==> src/rtl/ks_adder32.sv <==
// ks_adder32: Kogge-Stone parallel-prefix adder with registered sum/cout/out_valid.
// Define KSA_PIPE_EN to register the prefix tree after level 2 (latency becomes 2).
module ks_adder32 #(
  parameter int unsigned WIDTH = 32
) (
  input  logic             clk,
  input  logic             rst_n,
  input  logic             in_valid,
  input  logic [WIDTH-1:0] a,
  input  logic [WIDTH-1:0] b,
  output logic [WIDTH-1:0] sum,
  output logic             cout,
  output logic             out_valid
);

  localparam int unsigned LEVELS = $clog2(WIDTH);
`ifdef KSA_PIPE_EN
  // Split point after the span-4 level; narrow widths register after the last level.
  localparam int unsigned SPLIT = (LEVELS < 3) ? LEVELS : 3;
`else
  localparam int unsigned SPLIT = LEVELS;
`endif

  typedef struct packed {
    logic [WIDTH-1:0] g;
    logic [WIDTH-1:0] p;
  } gp_t;

  // Prefix levels lo..hi-1: black cells at i >= 2d, grey at d <= i < 2d, buffers below d.
  function automatic gp_t prefix(input gp_t x, input int unsigned lo, input int unsigned hi);
    gp_t cur;
    gp_t nxt;
    cur = x;
    for (int unsigned k = lo; k < hi; k++) begin
      nxt = cur;
      for (int unsigned i = (32'd1 << k); i < WIDTH; i++) begin
        nxt.g[i] = cur.g[i] | (cur.p[i] & cur.g[i - (32'd1 << k)]);
        if (i >= (32'd2 << k))
          nxt.p[i] = cur.p[i] & cur.p[i - (32'd1 << k)];
      end
      cur = nxt;
    end
    return cur;
  endfunction

  function automatic logic [WIDTH-1:0] group_g(input gp_t x);
    gp_t r;
    r = prefix(x, SPLIT, LEVELS);
    return r.g;
  endfunction

  gp_t              gp0;
  gp_t              mid;
  gp_t              mid_s;
  logic [WIDTH-1:0] px_s;
  logic             v_s;
  logic [WIDTH-1:0] gf;

  assign gp0 = {a & b, a ^ b};
  assign mid = prefix(gp0, 0, SPLIT);

`ifdef KSA_PIPE_EN
  gp_t              mid_q;
  logic [WIDTH-1:0] px_q;
  logic             v_q;

  always_ff @(posedge clk or negedge rst_n) begin
    if (!rst_n) begin
      mid_q <= '0;
      px_q  <= '0;
      v_q   <= 1'b0;
    end else begin
      mid_q <= mid;
      px_q  <= gp0.p;
      v_q   <= in_valid;
    end
  end

  assign mid_s = mid_q;
  assign px_s  = px_q;
  assign v_s   = v_q;
`else
  assign mid_s = mid;
  assign px_s  = gp0.p;
  assign v_s   = in_valid;
`endif

  assign gf = group_g(mid_s);

  logic [WIDTH-1:0] sum_d;
  logic [WIDTH-1:0] sum_q;
  logic             cout_d;
  logic             cout_q;
  logic             vld_q;

  assign sum_d  = px_s ^ {gf[WIDTH-2:0], 1'b0};
  assign cout_d = gf[WIDTH-1];

  always_ff @(posedge clk or negedge rst_n) begin
    if (!rst_n) begin
      sum_q  <= '0;
      cout_q <= 1'b0;
      vld_q  <= 1'b0;
    end else begin
      if (v_s) begin
        sum_q  <= sum_d;
        cout_q <= cout_d;
      end
      vld_q <= v_s;
    end
  end

  assign sum       = sum_q;
  assign cout      = cout_q;
  assign out_valid = vld_q;

endmodule

==> config.mk <==
export PLATFORM = sky130hd
export DESIGN_NAME = ks_adder32
export DESIGN_NICKNAME = d
export VERILOG_FILES = /design/src/rtl/ks_adder32.sv
export SDC_FILE = /design/constraint.sdc
export NUM_CORES = 1
export LEC_CHECK = 0
export BUFFER_PORTS_ARGS = -buffer_cell sky130_fd_sc_hd__buf_4
export CORE_MARGIN = 2
export CORE_UTILIZATION = 52
export CTS_CLUSTER_SIZE = 16
export DETAILED_ROUTE_END_ITERATION = 7
export HOLD_SLACK_MARGIN = 0.03
export PLACE_DENSITY_LB_ADDON = 0.15
export REMOVE_ABC_BUFFERS = 1
export SYNTH_ARGS = -nofsm -noshare
export SYNTH_HDL_FRONTEND = slang
export SYNTH_SLANG_ARGS = --single-unit
export TNS_END_PERCENT = 20
==> constraint.sdc <==
create_clock -name clk -period 1.1 [get_ports clk]
set_input_delay 0.055 -clock clk [delete_from_list [all_inputs] [get_ports clk]]
set_output_delay 0.055 -clock clk [all_outputs]
set_load 0.05 [all_outputs]
==> flow_results.org <==
** Run status
- Result of the run :: finished, violations left
- Violations in the final reports :: setup timing

** Die
- In this run the core area contains 28 standard-cell rows.
- Measured along the x axis, the die boundary spans 81.7 um.
- During I/O placement, the number of pins put on the boundary was 101.
- Core Footprint :: 5890 sq um
- The floorplan step set the die height to 81.7 um.
- Initial cell density of the core :: 0.534
- Area enclosed by the die boundary :: 6680 sq um

** Routing
- Post-DR vias/cell :: around 6.2
- First-pass iteration count of the detailed router :: 5
- WL per Instance :: about 21 um
- Antenna Violating Nets Remaining :: 0
- In the routed design, unresolved DRC markers number 0.
- Final wirelength :: 13,200 um
- The detailed router placed 3,964 vias in this run.
- Iter 0 DRT Violations :: 345

** Timing
- The final number of max-transition violations came to 0.
- Worst Setup Slack, final :: -853 ps
- The count of final hold-check violations was 0.
- At the pin with the least slew margin, the transition time is just under 500 ps.
- Setup violations remaining at the end of the flow were counted as 30.
- Across the routed clock network, the largest skew measured is 0 ps.
- In this run the tightest slew margin relative to its limit is 0.671.
- For the final routed database, the setup TNS stands at -18,150 ps.
- Counting I/O delays and the setup requirement, the final critical path takes between 1500 and 2000 ps.
- Final worst hold slack :: about 130 ps
- Setup repair after global routing could not meet its margin everywhere.
- Static timing analysis puts the maximum clock frequency at approximately 0.51 GHz.
- Of the available clock period, the critical path in the final layout requires 1.78.

** Yosys
- Yosys cell types :: 61
- Combinational family with the most area after synthesis :: compound AO/OA/AOI/OAI gates
- Number of warnings printed during yosys synthesis :: 0
- Count of flip-flops with a built-in enable after synthesis :: 0
- Xor and xnor fraction of the mapped netlist area :: 0.0530
- Multiplexer share of the synthesized area :: 0.0761
- Of the synthesized area, sequential elements account for 0.271.
- The synthesized netlist occupies a cell area of 3140 sq um.
- For this run, asynchronously set or reset flops after synthesis account for 1.00.
- Of the total synthesized cell area, the portion taken by full adders, half adders and majority gates is 0.134.
- Of the total synthesized cell area, the portion taken by AND, OR, NAND and NOR gates is 0.165.
- Synth Area in Compound Gates :: 0.258
- Mean cell area of the mapped netlist :: 8.70 sq um
- Cells after synthesis :: 361
- Among all flip-flop cells after synthesis, the most frequent one is sky130_fd_sc_hd__dfrtp_1.
- After synthesis the netlist holds a flip-flop and latch count of 34.

** Worst setup path
- For flop-to-flop paths, the worst setup slack is 180 ps.
- The worst setup path is of the input pin to register kind.
- Arrival time of data at the critical path endpoint :: ~2100 ps
- Reg-to-Reg Start :: sum[29]
- Largest fanout on the critical path :: 3
- In this run the critical register-to-register path is captured at sum[29].
- STA classifies the critical path endpoint as a register.
- At the worst endpoint, the required time is 1280 ps.
- The worst setup path is launched from an input pin.
- For the worst flop-to-flop path, the logic depth is 2.

** Clock network
- # H-tree levels :: 2
- Clk sink count :: 34
- After clock tree synthesis, the clock-pin slew on the worst setup and hold paths is 70 ps.
- TritonCTS built the clock tree.
- TritonCTS created 5 clock buffers.
- Worst-Skew Late Latency :: 300 ps
- Master cell of the clock root buffer :: sky130_fd_sc_hd__clkbuf_8
- Clock tree buffer depth :: 2

** Finish
- The net count of the finished layout is 660.
- Compared with the post-synthesis result, the final layout area differs by 65.4%.
- Commonest non-fill, non-tap cell in the layout :: sky130_fd_sc_hd__buf_4
- Of the cells placed in the final design, the portion with a size suffix greater than 1 is 0.513.
- Share of the core filled with cells :: 0.883
- The number of antenna diodes in the final layout is 0.
- Top library cells by usage in the layout, fill and taps aside :: sky130_fd_sc_hd__buf_4 (202), sky130_fd_sc_hd__dfrtp_1 (34), sky130_fd_sc_hd__nand2_1 (27), sky130_fd_sc_hd__ha_1 (24), sky130_fd_sc_hd__nor2_1 (23)
- The finished cells cover 5200 sq um.
- Count of placed standard cells in the final layout, fillers left out :: 636

** Place
- The congestion estimate from routability-driven global placement came to 0.900.
- Post-DP HPWL :: roughly 7700 um
- Once placement completed, the tool counted placed cells totaling 621.
- Worst Setup Slack post-DPL :: -1260 ps
- Buffers placed on the I/O ports in this run total 100.
- Once placement finished, the instance area stood at about 4700 sq um.

** Power
- The share of total power dissipated in the clock network is 0.170.
- Reg power frac :: 0.244
- Summed over all cells, the static leakage comes to between 2 and 3 nW.
- Power density normalized to cell area :: 1360 nW/um^2
- Overall power consumption after layout is estimated at around 7.1 mW.
- Share of power burned in combinational logic :: 0.587
- Peak ir drop on the vdd network :: between 800 and 900 uV
- In this run the power spent charging and discharging nets is 3.12 mW.
- Internal cell power :: roughly 3.9 mW
- Switching part of the total :: 0.443

** Worst hold path
- The worst hold path belongs to the class input pin to register.
- Hold-critical path depth :: 3
- Start point of the worst hold path :: a[0]
- Terminating pin of the worst hold path :: sum[0]

** Global routing
- For this run, the total global-route usage over all layers was measured as 0.350.
- Initial antenna violation count :: 0
- Overflow left after global routing :: 0
- The first global-routing pass estimated 17,900 um of wire.
- The via count of the first global-routing pass is 3,898.
- Maximum number of pins on one net before global-route repair :: 35

** Job
- Across the run, the number of max-cap violations was 0.
## layer usage
layer / global-route usage / routed length [um]
met5: 0 / 0
met4: 0.197 / 879
met3: 0.0736 / 1170
met2: 0.622 / 6450
met1: 0.385 / 4720
## critical path: stages
cell,delay [ps]
sky130_fd_sc_hd__buf_6,100
sky130_fd_sc_hd__ha_4,160
sky130_fd_sc_hd__fa_2,390
sky130_fd_sc_hd__a21oi_4,190
sky130_fd_sc_hd__o22ai_2,150
sky130_fd_sc_hd__o211ai_1,250
sky130_fd_sc_hd__buf_4,180
sky130_fd_sc_hd__a31oi_4,100
sky130_fd_sc_hd__buf_6,140
sky130_fd_sc_hd__xor2_2,160
sky130_fd_sc_hd__mux2_4,270
## synth_stat cells, drive strengths merged, types with 2 or more instances
cell | count | area (sq um)
dfrtp | 34 | 851
nand2b | 6 | 37.5
o21bai | 3 | 22.5
inv | 15 | 56.3
a32o | 2 | 21.3
a211o | 2 | 17.5
nand4 | 10 | 62.6
o2111ai | 2 | 17.5
nand2 | 28 | 105
o21ai | 14 | 73.8
a311o | 2 | 20.0
and2 | 4 | 25.0
nand3 | 12 | 60.1
a21boi | 2 | 15.0
nor2 | 25 | 93.8
and4 | 3 | 26.3
a31o | 3 | 35.0
clkbuf | 10 | 38.8
o221ai | 4 | 35.0
a31oi | 5 | 31.3
o31ai | 5 | 42.5
a21oi | 31 | 166
o211ai | 4 | 30.0
o21a | 5 | 37.5
nor3 | 8 | 40.0
nor2b | 2 | 12.5
xor2 | 6 | 52.6
buf | 8 | 36.3
mux2 | 20 | 229
ha | 32 | 400
and3 | 4 | 25.0
xnor2 | 13 | 114
o311ai | 2 | 17.5
a21o | 18 | 135
## layout make-up
cell class,instances,area (sq um)
tap,75,93.8
sequential,34,851
clock buffer,5,68.8
inverter,16,60.1
multi-input combinational,293,2470
clock inverter,3,40.0
fill,284,689
timing repair buffer,210,1610
## how the worst max path moves through the flow
stage,from,endpoint,slack (ps),depth (start not counted)
2_1_floorplan,a[0],sum[30],-1000,9
3_3_place_gp,a[0],sum[30],-1220,10
3_5_place_dp,a[0],sum[30],-1260,10
4_1_cts,b[0],sum[30],-710,10
5_1_grt,b[0],sum[24],-970,10
6_report,b[0],sum[12],-850,11
## repair_timing
item                                    CTS  global route
hold buffers                              1             0
gates resized for setup                  50            18
endpoints found under the setup margin   30            30
hold endpoints to repair                 34             0
buffers inserted                          4             2
pin swaps                                33             6
## power by group through the flow
stage	logic [mW]	clock network [mW]	registers, mW
after floorplan	1.16	0	2.68
after CTS	3.85	1.19	1.69
after detailed placement	3.62	0	1.71
after global placement	3.53	0	1.70
final	4.14	1.20	1.72
after global routing	4.33	1.25	1.74
## cells by family (layout without fill, tap and decap cells)
logic type	count (synthesis)	after routing
compound gates	114	114
flops	34	34
xor+xnor	19	19
simple gates	106	106
buf+inv	34	234
fa+ha+maj	33	33
mux	21	21
## sequential cells by signal (all words and copies together) (netlist names)
signal and count:
sum 32, cout 1, out_valid 1
No activity file was read; power rests on OpenSTA's default activity.
